`config.mk`:
```
export PLATFORM = sky130hd
export DESIGN_NAME = shot_tracker
export DESIGN_NICKNAME = d
export VERILOG_FILES = /design/src/rtl/shot_tracker.sv
export SDC_FILE = /design/constraint.sdc
export NUM_CORES = 1
export LEC_CHECK = 0
export CORE_MARGIN = 3
export CORE_UTILIZATION = 60
export DETAILED_ROUTE_END_ITERATION = 8
export PLACE_DENSITY_LB_ADDON = 0.2
export SLEW_MARGIN = 20
export SYNTH_ARGS = -nofsm -noshare
export SYNTH_HDL_FRONTEND = slang
export SYNTH_SLANG_ARGS = --single-unit
```
`constraint.sdc`:
```
create_clock -name clock -period 18.2 [get_ports clock]
set_input_delay 3.64 -clock clock [delete_from_list [all_inputs] [get_ports clock]]
set_output_delay 3.64 -clock clock [all_outputs]
set_load 0.1 [all_outputs]
```
`src/rtl/shot_tracker.sv`:
```
// Sequential wrapper around the combinational shot scorer: debounced key press,
// shot latch, one-cycle result sampling and game-state bookkeeping.
module shot_tracker #(
    parameter int unsigned SYNC_STAGES        = 2,
    parameter int unsigned BIG_BOMBS          = 2,
    parameter int unsigned TOTAL_SHIP_SQUARES = 19
) (
    input  logic       clock,
    input  logic       reset,
    input  logic       score_n,
    input  logic [3:0] sw_x,
    input  logic [3:0] sw_y,
    input  logic       sw_big,
    input  logic       something_wrong,
    input  logic       is_hit,
    input  logic       is_near_miss,
    input  logic       is_miss,
    input  logic [4:0] biggest_ship,
    output logic [3:0] shot_x,
    output logic [3:0] shot_y,
    output logic       shot_big,
    output logic       score_strobe,
    output logic       hit_led,
    output logic       near_miss_led,
    output logic       miss_led,
    output logic [4:0] ship_hit_leds,
    output logic [3:0] hits_ones,
    output logic [3:0] hits_tens,
    output logic [1:0] big_left,
    output logic       repeat_shot,
    output logic       reject,
    output logic       game_over
);

    typedef enum logic [1:0] {S_IDLE, S_EVAL, S_HOLD, S_DONE} state_t;

    state_t                 r_state, w_next;
    logic [SYNC_STAGES-1:0] r_sync;
    logic                   r_prev;
    logic [3:0]             r_shot_x, r_shot_y;
    logic                   r_shot_big;
    logic                   r_hit, r_near, r_miss, r_repeat, r_reject, r_game_over;
    logic [4:0]             r_ships;
    logic [3:0]             r_ones, r_tens;
    logic [1:0]             r_big_left;
    logic [99:0]            r_map;

    logic       w_sync, w_press, w_in_range, w_repeat, w_count;
    logic       w_accept, w_reject;
    logic [6:0] w_row, w_col, w_idx, w_hits_bin;
    logic [3:0] w_ones_n, w_tens_n;

    assign w_sync  = r_sync[SYNC_STAGES-1];
    assign w_press = ~w_sync & r_prev;

    assign w_in_range = (r_shot_x >= 4'd1) && (r_shot_x <= 4'd10) &&
                        (r_shot_y >= 4'd1) && (r_shot_y <= 4'd10);
    assign w_row      = {3'b000, r_shot_y} - 7'd1;
    assign w_col      = {3'b000, r_shot_x} - 7'd1;
    assign w_idx      = w_row * 7'd10 + w_col;
    assign w_repeat   = ~r_shot_big & w_in_range & r_map[w_idx];
    assign w_count    = (r_state == S_EVAL) & ~w_repeat & is_hit;

    // BCD increment saturating at 99
    always_comb begin
        w_ones_n = r_ones;
        w_tens_n = r_tens;
        if (w_count && !(r_tens == 4'd9 && r_ones == 4'd9)) begin
            if (r_ones == 4'd9) begin
                w_ones_n = 4'd0;
                w_tens_n = r_tens + 4'd1;
            end else begin
                w_ones_n = r_ones + 4'd1;
            end
        end
    end

    assign w_hits_bin = {3'b000, w_tens_n} * 7'd10 + {3'b000, w_ones_n};

    always_comb begin
        w_next   = r_state;
        w_accept = 1'b0;
        w_reject = 1'b0;
        case (r_state)
            S_IDLE: begin
                if (w_press && !r_game_over) begin
                    if (something_wrong || (sw_big && r_big_left == 2'd0)) begin
                        w_reject = 1'b1;
                        w_next   = S_HOLD;
                    end else begin
                        w_accept = 1'b1;
                        w_next   = S_EVAL;
                    end
                end
            end
            S_EVAL:  w_next = (w_hits_bin == 7'(TOTAL_SHIP_SQUARES)) ? S_DONE : S_HOLD;
            S_HOLD:  if (w_sync) w_next = S_IDLE;
            default: w_next = S_DONE;
        endcase
    end

    always_ff @(posedge clock) begin
        if (reset) r_state <= S_IDLE;
        else       r_state <= w_next;
    end

    // Key synchroniser presets to "released" so reset never produces a press
    always_ff @(posedge clock) begin
        if (reset) begin
            r_sync <= '1;
            r_prev <= 1'b1;
        end else begin
            r_sync <= {r_sync[SYNC_STAGES-2:0], score_n};
            r_prev <= w_sync;
        end
    end

    always_ff @(posedge clock) begin
        if (reset) begin
            r_shot_x    <= '0;
            r_shot_y    <= '0;
            r_shot_big  <= 1'b0;
            r_hit       <= 1'b0;
            r_near      <= 1'b0;
            r_miss      <= 1'b0;
            r_repeat    <= 1'b0;
            r_reject    <= 1'b0;
            r_game_over <= 1'b0;
            r_ships     <= '0;
            r_ones      <= '0;
            r_tens      <= '0;
            r_big_left  <= 2'(BIG_BOMBS);
            r_map       <= '0;
        end else begin
            if (w_accept) begin
                r_shot_x   <= sw_x;
                r_shot_y   <= sw_y;
                r_shot_big <= sw_big;
                r_reject   <= 1'b0;
            end
            if (w_reject) begin
                r_reject <= 1'b1;
                r_hit    <= 1'b0;
                r_near   <= 1'b0;
                r_miss   <= 1'b0;
                r_repeat <= 1'b0;
            end
            if (r_state == S_EVAL) begin
                if (w_repeat) begin
                    r_repeat <= 1'b1;
                    r_hit    <= 1'b0;
                    r_near   <= 1'b0;
                    r_miss   <= 1'b0;
                end else begin
                    r_repeat <= 1'b0;
                    r_hit    <= is_hit;
                    r_near   <= is_near_miss;
                    r_miss   <= is_miss;
                    r_ones   <= w_ones_n;
                    r_tens   <= w_tens_n;
                    if (w_in_range) r_map[w_idx] <= 1'b1;
                    if (is_hit) r_ships <= r_ships | biggest_ship;
                    if (r_shot_big && r_big_left != 2'd0) r_big_left <= r_big_left - 2'd1;
                end
                if (w_next == S_DONE) r_game_over <= 1'b1;
            end
        end
    end

    assign shot_x        = r_shot_x;
    assign shot_y        = r_shot_y;
    assign shot_big      = r_shot_big;
    assign score_strobe  = (r_state == S_EVAL);
    assign hit_led       = r_hit;
    assign near_miss_led = r_near;
    assign miss_led      = r_miss;
    assign ship_hit_leds = r_ships;
    assign hits_ones     = r_ones;
    assign hits_tens     = r_tens;
    assign big_left      = r_big_left;
    assign repeat_shot   = r_repeat;
    assign reject        = r_reject;
    assign game_over     = r_game_over;

endmodule

```
# Word-level counts from Yosys, hierarchy flattened
# Cells that the tools add are included.
# totals
out_inout_bits	31
inputBits	21
reg_bits	135
# op_classes
n_bitwise	10
n_eq_ne	6
add_sub_neg	7
reduce_logical	22
n_lt_le_gt_ge	6
n_mux	30
mul	2
# ops
cell	n
OR 100 bit	1
2-to-1 mux 1 bit	20
2-to-1 mux 4 bit	4
subtractor 4 x 1 -> 5 bit (second input constant)	2
logical AND 1 bit	9
AND reduction 3 bit	3
adder 4 x 1 -> 4 bit (second input constant)	2
== test 4 bit (second input constant)	2
>= comparator 4 x 1 -> 1 bit (second input constant)	2
less-or-equal comparator 4 bit (second input constant)	2
less-than comparator 7 x 8 -> 1 bit (second input constant)	1
adder 7 x 4 -> 7 bit	1
adder 7 bit	1
binary-select mux 1 bit (select 7 bit)	1
demux 1 bit (select 7 bit)	1
== test 7 x 5 -> 1 bit (second input constant)	1
>= comparator 7 x 1 -> 1 bit (second input constant)	1
multiplier 7 x 3 -> 6 bit (second input constant)	1
multiplier 4 x 3 -> 6 bit (second input constant)	1
2-to-1 mux 2 bit	3
case mux 2 bit (3 select lines)	1
nonzero test 2 bit	3
AND 1 bit	5
OR 5 bit	1
8 further kinds	14

# Logic depth before layout (Yosys ltp)
# Gate-level depths: netlist (run 1).
# logic_depth
word_depth	18
ltp_mapped	26

# Least setup slack after synthesis (run 1)
# OpenSTA, ideal clock, no wires.
# synth_timing
path_type	reg2reg
start	register r_shot_x[0], in the netlist shot_x[0]
end	register r_game_over, in the netlist game_over
path_slack_ns	11.295
arrival_time_ns	6.812
setup_time_ns	0.093
path_stages_with_launch	26
path_buffers	3
t_required_ns	18.107
cell_sequence	dfxtp_1 buf_2 clkinv_1 ha_1 inv_1 ha_1 fa_1 buf_2 buf_4 nand2_1 o221ai_1 a21oi_1 o31a_1 a22o_1 o221a_4 nor4_2 mux2i_1 ha_1 ha_1 inv_1 fa_1 nor3b_1 xor2_1 xnor2_1 xnor2_1 o32ai_1
# synth_via
elab_chain_cells	18
elab_cells_between_ends	24
classes_between	3 x add/sub; 1 x mul; 2 x order compare; 2 x eq/ne; 6 x mux; 5 x bitwise; 5 x reduce/logical
# synth_rtl
element	line_no	rtl
start: declaration	40	logic [3:0] r_shot_x, r_shot_y;
start signal: assignment	136	r_shot_x <= sw_x;
parallel branches: the longest is 5 deep, another holds adder 7 bit	n/a	
AND 1 bit *	61	assign w_repeat = ~r_shot_big & w_in_range & r_map[w_idx];
inverter 1 bit (no line) *	n/a	
AND 1 bit * (2 in a row)	62	assign w_count = (r_state == S_EVAL) & ~w_repeat & is_hit;
logical AND 1 bit *	68	if (w_count && !(r_tens == 4'd9 && r_ones == 4'd9)) begin
2-to-1 mux 4 bit *	68	
net w_tens_n[1]	51	logic [3:0] w_ones_n, w_tens_n;
multiplier 4 x 3 -> 6 bit *	78	assign w_hits_bin = {3'b000, w_tens_n} * 7'd10 + {3'b000, w_ones_n};
adder 7 x 4 -> 7 bit *	78	
== test 7 x 5 -> 1 bit *	96	S_EVAL: w_next = (w_hits_bin == 7'(TOTAL_SHIP_SQUARES)) ? S_DONE : S_HOLD;
2-to-1 mux 1 bit *	96	
case mux 2 bit (3 select lines) *	84	case (r_state)
== test 2 bit *	165	if (w_next == S_DONE) r_game_over <= 1'b1;
AND reduction 2 bit (no line) *	n/a	
end signal: assignment	128	r_game_over <= 1'b0;
end signal: assignment	165	
end: declaration	42	logic r_hit, r_near, r_miss, r_repeat, r_reject, r_game_over;
# Mark *: on every way through the listed nets, which the timed path passes. The select of a mux whose other input is x is not followed.
# A chain may end at the register's enable or synchronous reset.

# Worst setup path in the final report (run 1)
# Same ends and word-level chain as after synthesis.

==> metrics.txt, run 1 <==
# TYPE chip_impl_metric gauge
chip_impl_info{name="outcome",value="finished, final reports clean"} 1
chip_impl_metric{name="post_layout_nets",unit=""} 795
chip_impl_metric{name="maximum_buffer_depth_of_the_clock_tree",unit=""} 2
chip_impl_metric{name="antenna_violating_nets_post_route",unit=""} 0
chip_impl_metric{name="detailedRoute.firstPassIterationCount",unit=""} 5
chip_impl_info{name="route.top_layer_used",value="met4"} 1
chip_impl_metric{name="detail_route.drc_violations",unit=""} 0
chip_impl_metric{name="chipHeight",unit="um"} 111.8
chip_impl_metric{name="cts_buffers",unit=""} 17
chip_impl_metric{name="max_freq",unit="GHz"} 0.1472
chip_impl_metric{name="required",unit="ps"} 18640
chip_impl_metric{name="cap_violations",unit=""} 0
chip_impl_metric{name="antenna-diode-count",unit=""} 0
chip_impl_info{name="rsz_0062_raised_after_global_routing",value="no"} 1
chip_impl_info{name="yosys.cell_count.top_type",value="dfxtp_1"} 1
chip_impl_metric{name="fin_setup_tns",unit="ps"} 0
chip_impl_metric{name="met2_wirelength",unit="um"} 8344
chip_impl_metric{name="cts_max_level",unit=""} 4
chip_impl_metric{name="timing.final.hold_violations",unit=""} 0
chip_impl_metric{name="post-route-min-period",unit="ps"} 6792
chip_impl_metric{name="cts_setup_buffers",unit=""} 0
chip_impl_info{name="tritoncts",value="yes"} 1
chip_impl_metric{name="ys_types",unit=""} 65
chip_impl_metric{name="area_growth",unit="%"} 17.56
chip_impl_metric{name="count_of_vias_placed_by_the_detailed_router",unit=""} 5704
chip_impl_info{name="kind_of_end_point_of_the_critical_path",value="flop"} 1
chip_impl_metric{name="dieArea",unit="um^2"} 12490
chip_impl_info{name="ys_dominant_reg_cell",value="dfxtp_1"} 1
chip_impl_metric{name="critical_path_arrival",unit="ps"} 7240
chip_impl_info{name="min-delay-path-class",value="flop to flop"} 1
chip_impl_metric{name="critPathMaxFanout",unit=""} 35
chip_impl_metric{name="cts.reportedPaths.clkPinSlew",unit="ps"} 60
chip_impl_metric{name="grt.overflow.total",unit=""} 0
chip_impl_metric{name="timing.critical_path.slowest_cell_delay",unit="ps"} 490
chip_impl_info{name="cts-root-buf",value="clkbuf_8"} 1
chip_impl_metric{name="synth_seq_cells",unit=""} 135
chip_impl_metric{name="hold_buffers",unit=""} 0
chip_impl_info{name="synth_commonest_cells",value="dfxtp_1, nor2_1, nor2b_1, a31o_2, a31oi_1"} 1
chip_impl_metric{name="number_of_enable_flip_flop_cells_after_synthesis",unit=""} 0
chip_impl_metric{name="core_area",unit="um^2"} 10600
chip_impl_metric{name="grt_start_max_net_pins",unit=""} 102
chip_impl_metric{name="first_global_vias",unit=""} 5655
chip_impl_metric{name="floorplan.io_pins",unit=""} 52
chip_impl_metric{name="drt_wl_total",unit="um"} 17440
chip_impl_metric{name="drive_gt1_frac",unit=""} 0.1781
chip_impl_metric{name="die_width",unit="um"} 111.8
chip_impl_metric{name="viasPerCell",unit=""} 6.380
chip_impl_metric{name="place_congestion",unit=""} 0.8890
chip_impl_metric{name="synthesis.yosys.warnings",unit=""} 0
chip_impl_metric{name="ys_seq_area_frac",unit=""} 0.4026
chip_impl_metric{name="cp_num_buf_inv",unit=""} 4
chip_impl_metric{name="met1_length",unit="um"} 7598
chip_impl_metric{name="hold-path-cell-count",unit=""} 1
chip_impl_info{name="area_contributors_post_synth",value="dfxtp_1, a31o_2, nor2b_1"} 1
chip_impl_info{name="critical_path_class",value="flop to flop"} 1
chip_impl_metric{name="report.final.setup_viol",unit=""} 0
chip_impl_metric{name="synth_area",unit="um^2"} 6713
chip_impl_metric{name="fin_total_pwr",unit="mW"} 0.7819
chip_impl_metric{name="dp.final_hpwl",unit="um"} 11170
chip_impl_metric{name="period_share",unit=""} 0.3732
chip_impl_metric{name="wl_per_cell",unit="um"} 19.51
chip_impl_metric{name="power_per_cell_area",unit="nW/um^2"} 99.08
chip_impl_info{name="slowest_stage",value="mux2i_1"} 1
chip_impl_info{name="crit_path_cell_trace",value="clkinv_1, ha_1, inv_1, ha_1, fa_1, buf_4, mux2_2, a2bb2oi_1, o211a_1, a211oi_1, a311oi_1, o221a_4, nor4_2, mux2i_1, ha_1, ha_1, inv_1, fa_1, nor3b_1, xor2_1, xnor2_1, xnor2_1, o32ai_1"} 1
chip_impl_metric{name="met3_length",unit="um"} 1208
chip_impl_metric{name="clock_insertion_delay_worst_skew",unit="ps"} 540
chip_impl_info{name="cp-start-kind",value="flop"} 1
chip_impl_metric{name="layout.filler_cells",unit=""} 744
chip_impl_metric{name="synth.net_count",unit=""} 763
chip_impl_metric{name="cts_resized",unit=""} 0
chip_impl_metric{name="power.leakage",unit="nW"} 3.069
chip_impl_metric{name="number_of_rows_in_the_core_area",unit=""} 37
chip_impl_metric{name="synth_top_area_share",unit=""} 0.4026
chip_impl_metric{name="worstSetupPathDepth",unit=""} 23
chip_impl_info{name="crit_path_frequent_cell",value="ha_1"} 1
chip_impl_metric{name="grt_antenna_before_repair",unit=""} 0
chip_impl_metric{name="drt-initial-drc-count",unit=""} 583
chip_impl_info{name="synth_top_area_cell",value="dfxtp_1"} 1
chip_impl_metric{name="async_flop_share",unit=""} 0
chip_impl_metric{name="max_clock_skew",unit="ps"} 6.835
chip_impl_info{name="critPathTopFamily",value="adder cells"} 1
chip_impl_metric{name="synth_area_per_cell",unit="um^2"} 9.402
chip_impl_metric{name="place.port_buffers",unit=""} 51
chip_impl_metric{name="slew_headroom",unit=""} 0.2746
chip_impl_metric{name="netlist_instances",unit=""} 714
chip_impl_metric{name="worst-r2r-cell-count",unit=""} 23
chip_impl_metric{name="ir_worst_vdd",unit="V"} 0.00009424
chip_impl_metric{name="grt_util_all_layers",unit=""} 0.2824
chip_impl_metric{name="timing_max_transition_violations_final",unit=""} 0
chip_impl_metric{name="numClockSinks",unit=""} 135
chip_impl_metric{name="worst-slew-pin-transition",unit="ps"} 1080
chip_impl_metric{name="starting_utilization_of_the_core_area",unit=""} 0.6332
chip_impl_metric{name="grt_pass1_wl",unit="um"} 28570
## cells in the final DEF, fill, tap and decap left out, drive strengths merged, types with 9 or more instances in the layout
master / count
clkdlybuf4s50: 50
a21oi: 19
xor2: 10
a31o: 65
clkbuf: 22
mux2: 9
dfxtp: 135
a31oi: 36
nor2: 79
inv: 20
xnor2: 11
o221ai: 10
nand2: 18
ha: 24
mux2i: 21
nor2b: 75
nor3: 16
buf: 14
## stage by stage
step / cell area (um^2) / worst slack [ps] / instances / utilization / hold slack [ps]
floorplan: 6713 / 11300 / 714 / - / 389.5
global placement: 7266 / 11080 / 863 / 0.6854 / 400.8
detailed placement: 7266 / 10920 / 863 / 0.6854 / 413.3
CTS: 7891 / 11410 / 894 / 0.7444 / 431.4
global route: 7891 / 10960 / 894 / 0.7444 / 454.7
finish: 7891 / 11410 / 894 / 0.7444 / 435.5
## registers in the layout, indices dropped and copies added, names as in the netlist, 2 cells and up
name,cells
hits_ones,4
r_state,2
shot_x,4
hits_tens,4
ship_hit_leds,5
big_left,2
shot_y,4
r_map,100
r_sync,2
## worst paths after layout
path | start | endpoint | slack [ps]
worst max-delay path | shot_x[0]$_SDFFE_PP0P_ | game_over$_SDFFE_PP0P_ | 11410
worst min-delay path | r_sync[0]$_SDFF_PP1_ | r_sync[1]$_SDFF_PP1_ | 440
worst max register to register | shot_x[0]$_SDFFE_PP0P_ | game_over$_SDFFE_PP0P_ | 11410
worst min register to register | r_sync[0]$_SDFF_PP1_ | r_sync[1]$_SDFF_PP1_ | 440
## metal layers
layer  vias up  global-route usage
met1      2808              0.3681
met5         -                   0
li1       2665                   -
met3        26             0.06793
met4         0             0.09246
met2       205              0.4624
## worst reg2reg max path, delay by kind of cell (launching register included)
family	cells	cell delay, ps
multiplexers	2	900
flip-flops	1	340
adder cells (fa/ha/maj)	6	2140
XOR/XNOR	3	460
buffers and inverters	4	860
AND/OR/NAND/NOR	2	670
AO/OA/AOI/OAI	6	1340
## layout make-up
cell class,instances,area (um^2),area share
Clock inverter,9,172.7,0.02188
Multi-Input combinational cell,507,3709,0.4700
Sequential cell,135,2703,0.3425
Tap cell,136,170.2,0.02156
Timing Repair Buffer,64,605.6,0.07674
Clock buffer,22,452.9,0.05740
Inverter,21,78.83,0.009989
## cells by family (layout without fill, tap and decap cells)
kind of cell               after synthesis  count (layout)  share of synthesized area
and+or+nand+nor                        234             234                     0.1827
xor gates and xnor gates                21              21                    0.02852
AOI/OAI and AO/OA                      186             186                     0.2106
adders and majority gates               28              28                    0.05666
DFF                                    135             135                     0.4026
muxes                                   38              38                    0.07325
buffers and inverters                   72             116                    0.04567
## report_power, final
group	switching, mW	internal (mW)	total [mW]
registers	0.00113	0.297	0.298
logic	0.0826	0.0371	0.120
clock network	0.122	0.242	0.364
Power figures use the tool's default switching activity.
==> inputs of run 2 (changes only) <==
--- a/config.mk
+++ b/config.mk
@@ -6,7 +6,7 @@
 export NUM_CORES = 1
 export LEC_CHECK = 0
 export CORE_MARGIN = 3
-export CORE_UTILIZATION = 60
+export CORE_UTILIZATION = 59
 export DETAILED_ROUTE_END_ITERATION = 8
 export PLACE_DENSITY_LB_ADDON = 0.2
 export SLEW_MARGIN = 20
==> constraint.sdc (replaced) <==
create_clock -name clock -period 6.65 [get_ports clock]
set_input_delay 1.33 -clock clock [delete_from_list [all_inputs] [get_ports clock]]
set_output_delay 1.33 -clock clock [all_outputs]
set_load 0.1 [all_outputs]
==> run 2 against run 1 <==
Effect of this change: combinational power rose to 2.8 times the previous value; design area increased by 1.3%; sequential power rose to 2.7 times the previous value; clock power grew to 2.8 times the previous value; die area is 1.6% higher; non-clock buffer count increased by 6; cell count increased by 1.2%; clock-buffer cell count fell by 4; power rose to 2.8 times the previous value; register-to-register slack got worse by 11000 ps; wire length fell by 0.63%.
==> metrics.txt, run 2 (synthesis gave the netlist of run 1 again) <==
# TYPE chip_impl_metric gauge
chip_impl_metric{name="worst-r2r-cell-count",unit=""} 24
chip_impl_info{name="worst_hold_path.endpoint",value="r_sync[1]$_SDFF_PP1_"} 1
chip_impl_metric{name="number_of_rows_in_the_core_area",unit=""} 38
chip_impl_metric{name="post_layout_nets",unit=""} 801
chip_impl_metric{name="dieArea",unit="um^2"} 12690
chip_impl_metric{name="grt_antenna_before_repair",unit=""} 0
chip_impl_info{name="cts-root-buf",value="clkbuf_16"} 1
chip_impl_metric{name="detail_route.drc_violations",unit=""} 0
chip_impl_metric{name="cts_buffers",unit=""} 17
chip_impl_metric{name="sw_frac_of_total",unit=""} 0.2776
chip_impl_metric{name="drt_wl_total",unit="um"} 17330
chip_impl_metric{name="dpl-instance-area",unit="um^2"} 7337
chip_impl_metric{name="fin_setup_tns",unit="ps"} 0
chip_impl_metric{name="multi_input_comb_area",unit="um^2"} 3725
chip_impl_metric{name="starting_utilization_of_the_core_area",unit=""} 0.6112
chip_impl_metric{name="report.final.setup_viol",unit=""} 0
chip_impl_metric{name="clock_insertion_delay_worst_skew",unit="ps"} 440
chip_impl_metric{name="timing_max_transition_violations_final",unit=""} 0
chip_impl_metric{name="power_per_cell_area",unit="nW/um^2"} 269.8
chip_impl_metric{name="timing.final.hold_violations",unit=""} 0
chip_impl_metric{name="regArea",unit="um^2"} 2706
chip_impl_metric{name="grt.overflow.total",unit=""} 0
chip_impl_info{name="critPathLaunch",value="shot_y[3]$_SDFFE_PP0P_"} 1
chip_impl_metric{name="ir_worst_vdd",unit="V"} 0.0002363
chip_impl_metric{name="r2r_slack",unit="ps"} 390
chip_impl_metric{name="max_freq",unit="GHz"} 0.1597
chip_impl_metric{name="fin_total_pwr",unit="mW"} 2.157
chip_impl_metric{name="post-route-cell-area",unit="um^2"} 7995
chip_impl_metric{name="combinationalPowerShare",unit=""} 0.155
chip_impl_metric{name="hold-path-cell-count",unit=""} 1
chip_impl_metric{name="power.leakage",unit="nW"} 3.104
chip_impl_metric{name="maximum_buffer_depth_of_the_clock_tree",unit=""} 2
chip_impl_info{name="layout.cells.most_common",value="dfxtp_1"} 1
chip_impl_info{name="outcome",value="finished, final reports clean"} 1
chip_impl_metric{name="layout.filler_cells",unit=""} 792
chip_impl_info{name="most-common-layout-cells",value="dfxtp_1, nor2_1, nor2b_1"} 1
chip_impl_metric{name="first_global_vias",unit=""} 5662
chip_impl_metric{name="critical_path_arrival",unit="ps"} 6610
chip_impl_metric{name="dp.final_hpwl",unit="um"} 11270
chip_impl_metric{name="floorplan.io_pins",unit=""} 52
chip_impl_metric{name="area_growth",unit="%"} 19.11
chip_impl_metric{name="clkPwrFrac",unit=""} 0.467
chip_impl_metric{name="place.port_buffers",unit=""} 51
chip_impl_metric{name="chipHeight",unit="um"} 112.7
chip_impl_metric{name="place_congestion",unit=""} 0.8693
chip_impl_metric{name="core_occupancy_in_the_finished_layout",unit=""} 0.7280
chip_impl_metric{name="grt_pass1_wl",unit="um"} 28290
chip_impl_metric{name="post-place-cells",unit=""} 872
chip_impl_info{name="min-delay-path-class",value="flop to flop"} 1
chip_impl_metric{name="max_clock_skew",unit="ps"} 9.225
chip_impl_info{name="kind_of_end_point_of_the_critical_path",value="flop"} 1
chip_impl_metric{name="detailedRoute.firstPassIterationCount",unit=""} 5
chip_impl_info{name="tritoncts",value="yes"} 1
chip_impl_metric{name="grt_util_all_layers",unit=""} 0.2809
chip_impl_metric{name="critPathMaxFanout",unit=""} 8
chip_impl_info{name="critical_path_class",value="flop to flop"} 1
chip_impl_metric{name="antenna_violating_nets_post_route",unit=""} 0
chip_impl_metric{name="power.sequential.fraction",unit=""} 0.378
chip_impl_metric{name="post-route-min-period",unit="ps"} 6260
chip_impl_metric{name="count_of_vias_placed_by_the_detailed_router",unit=""} 5736
chip_impl_metric{name="non_filler_cells_final",unit=""} 905
chip_impl_metric{name="wl_per_cell",unit="um"} 19.15
chip_impl_metric{name="setup_slack",unit="ps"} 390.0
chip_impl_metric{name="core_area",unit="um^2"} 10980
chip_impl_metric{name="numClockSinks",unit=""} 135
chip_impl_metric{name="worst_hold_slack",unit="ps"} 430.6
chip_impl_metric{name="cap_violations",unit=""} 0
chip_impl_info{name="critical_path.reg2reg.endpoint",value="game_over$_SDFFE_PP0P_"} 1
chip_impl_metric{name="drt-initial-drc-count",unit=""} 651
chip_impl_metric{name="dp_worst_setup_slack",unit="ps"} 313.5
chip_impl_metric{name="slew_headroom",unit=""} 0.2449
chip_impl_metric{name="grt_start_max_net_pins",unit=""} 95
chip_impl_metric{name="worst-slew-pin-transition",unit="ps"} 1124
chip_impl_metric{name="switching_power_total",unit="mW"} 0.5988
chip_impl_metric{name="period_share",unit=""} 0.9413
chip_impl_metric{name="drive_gt1_frac",unit=""} 0.1987
chip_impl_info{name="r2r-start",value="shot_y[3]$_SDFFE_PP0P_"} 1
chip_impl_info{name="regMostFlops",value="r_map"} 1
chip_impl_metric{name="antenna-diode-count",unit=""} 0
chip_impl_metric{name="largest_register_ffs",unit=""} 100
chip_impl_metric{name="p_int",unit="mW"} 1.558
chip_impl_metric{name="viasPerCell",unit=""} 6.338
chip_impl_info{name="cp-start-kind",value="flop"} 1
chip_impl_info{name="hold_path.startpoint",value="r_sync[0]$_SDFF_PP1_"} 1
chip_impl_metric{name="cts.reportedPaths.clkPinSlew",unit="ps"} 60
chip_impl_metric{name="required",unit="ps"} 7000
chip_impl_metric{name="cts_max_level",unit=""} 4
chip_impl_metric{name="die_width",unit="um"} 112.7
run 2: cell type report:
type / instances / area share
Multi-Input combinational cell: 507 / 0.4659
Clock buffer: 18 / 0.05493
Tap cell: 140 / 0.02191
Timing Repair Buffer: 70 / 0.08451
Inverter: 21 / 0.009859
Sequential cell: 135 / 0.3385
Clock inverter: 14 / 0.02441
run 2: power groups by stage:
stage	Clock, mW	Sequential (mW)	Combinational (mW)
final	1.01	0.815	0.334
after floorplan	0	0.846	0.224
after global routing	1.06	0.815	0.357
after detailed placement	0	0.833	0.321
after global placement	0	0.832	0.313
after CTS	1.02	0.815	0.326
run 2: worst max-delay path by stage:
| stage | to | slack [ps] |
|---|---|---|
| after global placement | game_over$_SDFFE_PP0P_ | 520 |
| after floorplan | game_over$_SDFFE_PP0P_ | 150 |
| after CTS | game_over$_SDFFE_PP0P_ | 290 |
| after global routing | game_over$_SDFFE_PP0P_ | -6 |
| final | game_over$_SDFFE_PP0P_ | 390 |
| after detailed placement | game_over$_SDFFE_PP0P_ | 310 |
run 2: what timing repair did:
item / in CTS / in global routing
resized for setup: 0 / 2
setup endpoints to repair: 0 / 2
setup buffers: 0 / 1
hold buffers: 0 / 0
run 2: per-layer routing:
layer,share of wire,up-vias,global-route usage
met5,0,-,0
met1,0.43,2777,0.3617
met2,0.47,247,0.4451
li1,-,2674,-
met4,0.020,0,0.1050
met3,0.085,38,0.08625
run 2: critical path, cell delays in order, from the launching register on:
cell and delay (ps):
dfxtp_1 360, or4_1 570, nand2_1 100, ha_1 230
ha_1 200, inv_1 70, fa_1 410, inv_1 70
ha_1 270, a21o_1 200, a41o_1 210, a21o_1 210
a22o_1 200, o221a_4 310, or4_4 580, xnor2_2 160
ha_1 280, ha_1 190, inv_1 60, fa_1 470
nor3b_1 280, xor2_1 220, xnor2_1 160, xnor2_1 110
o32ai_1 250
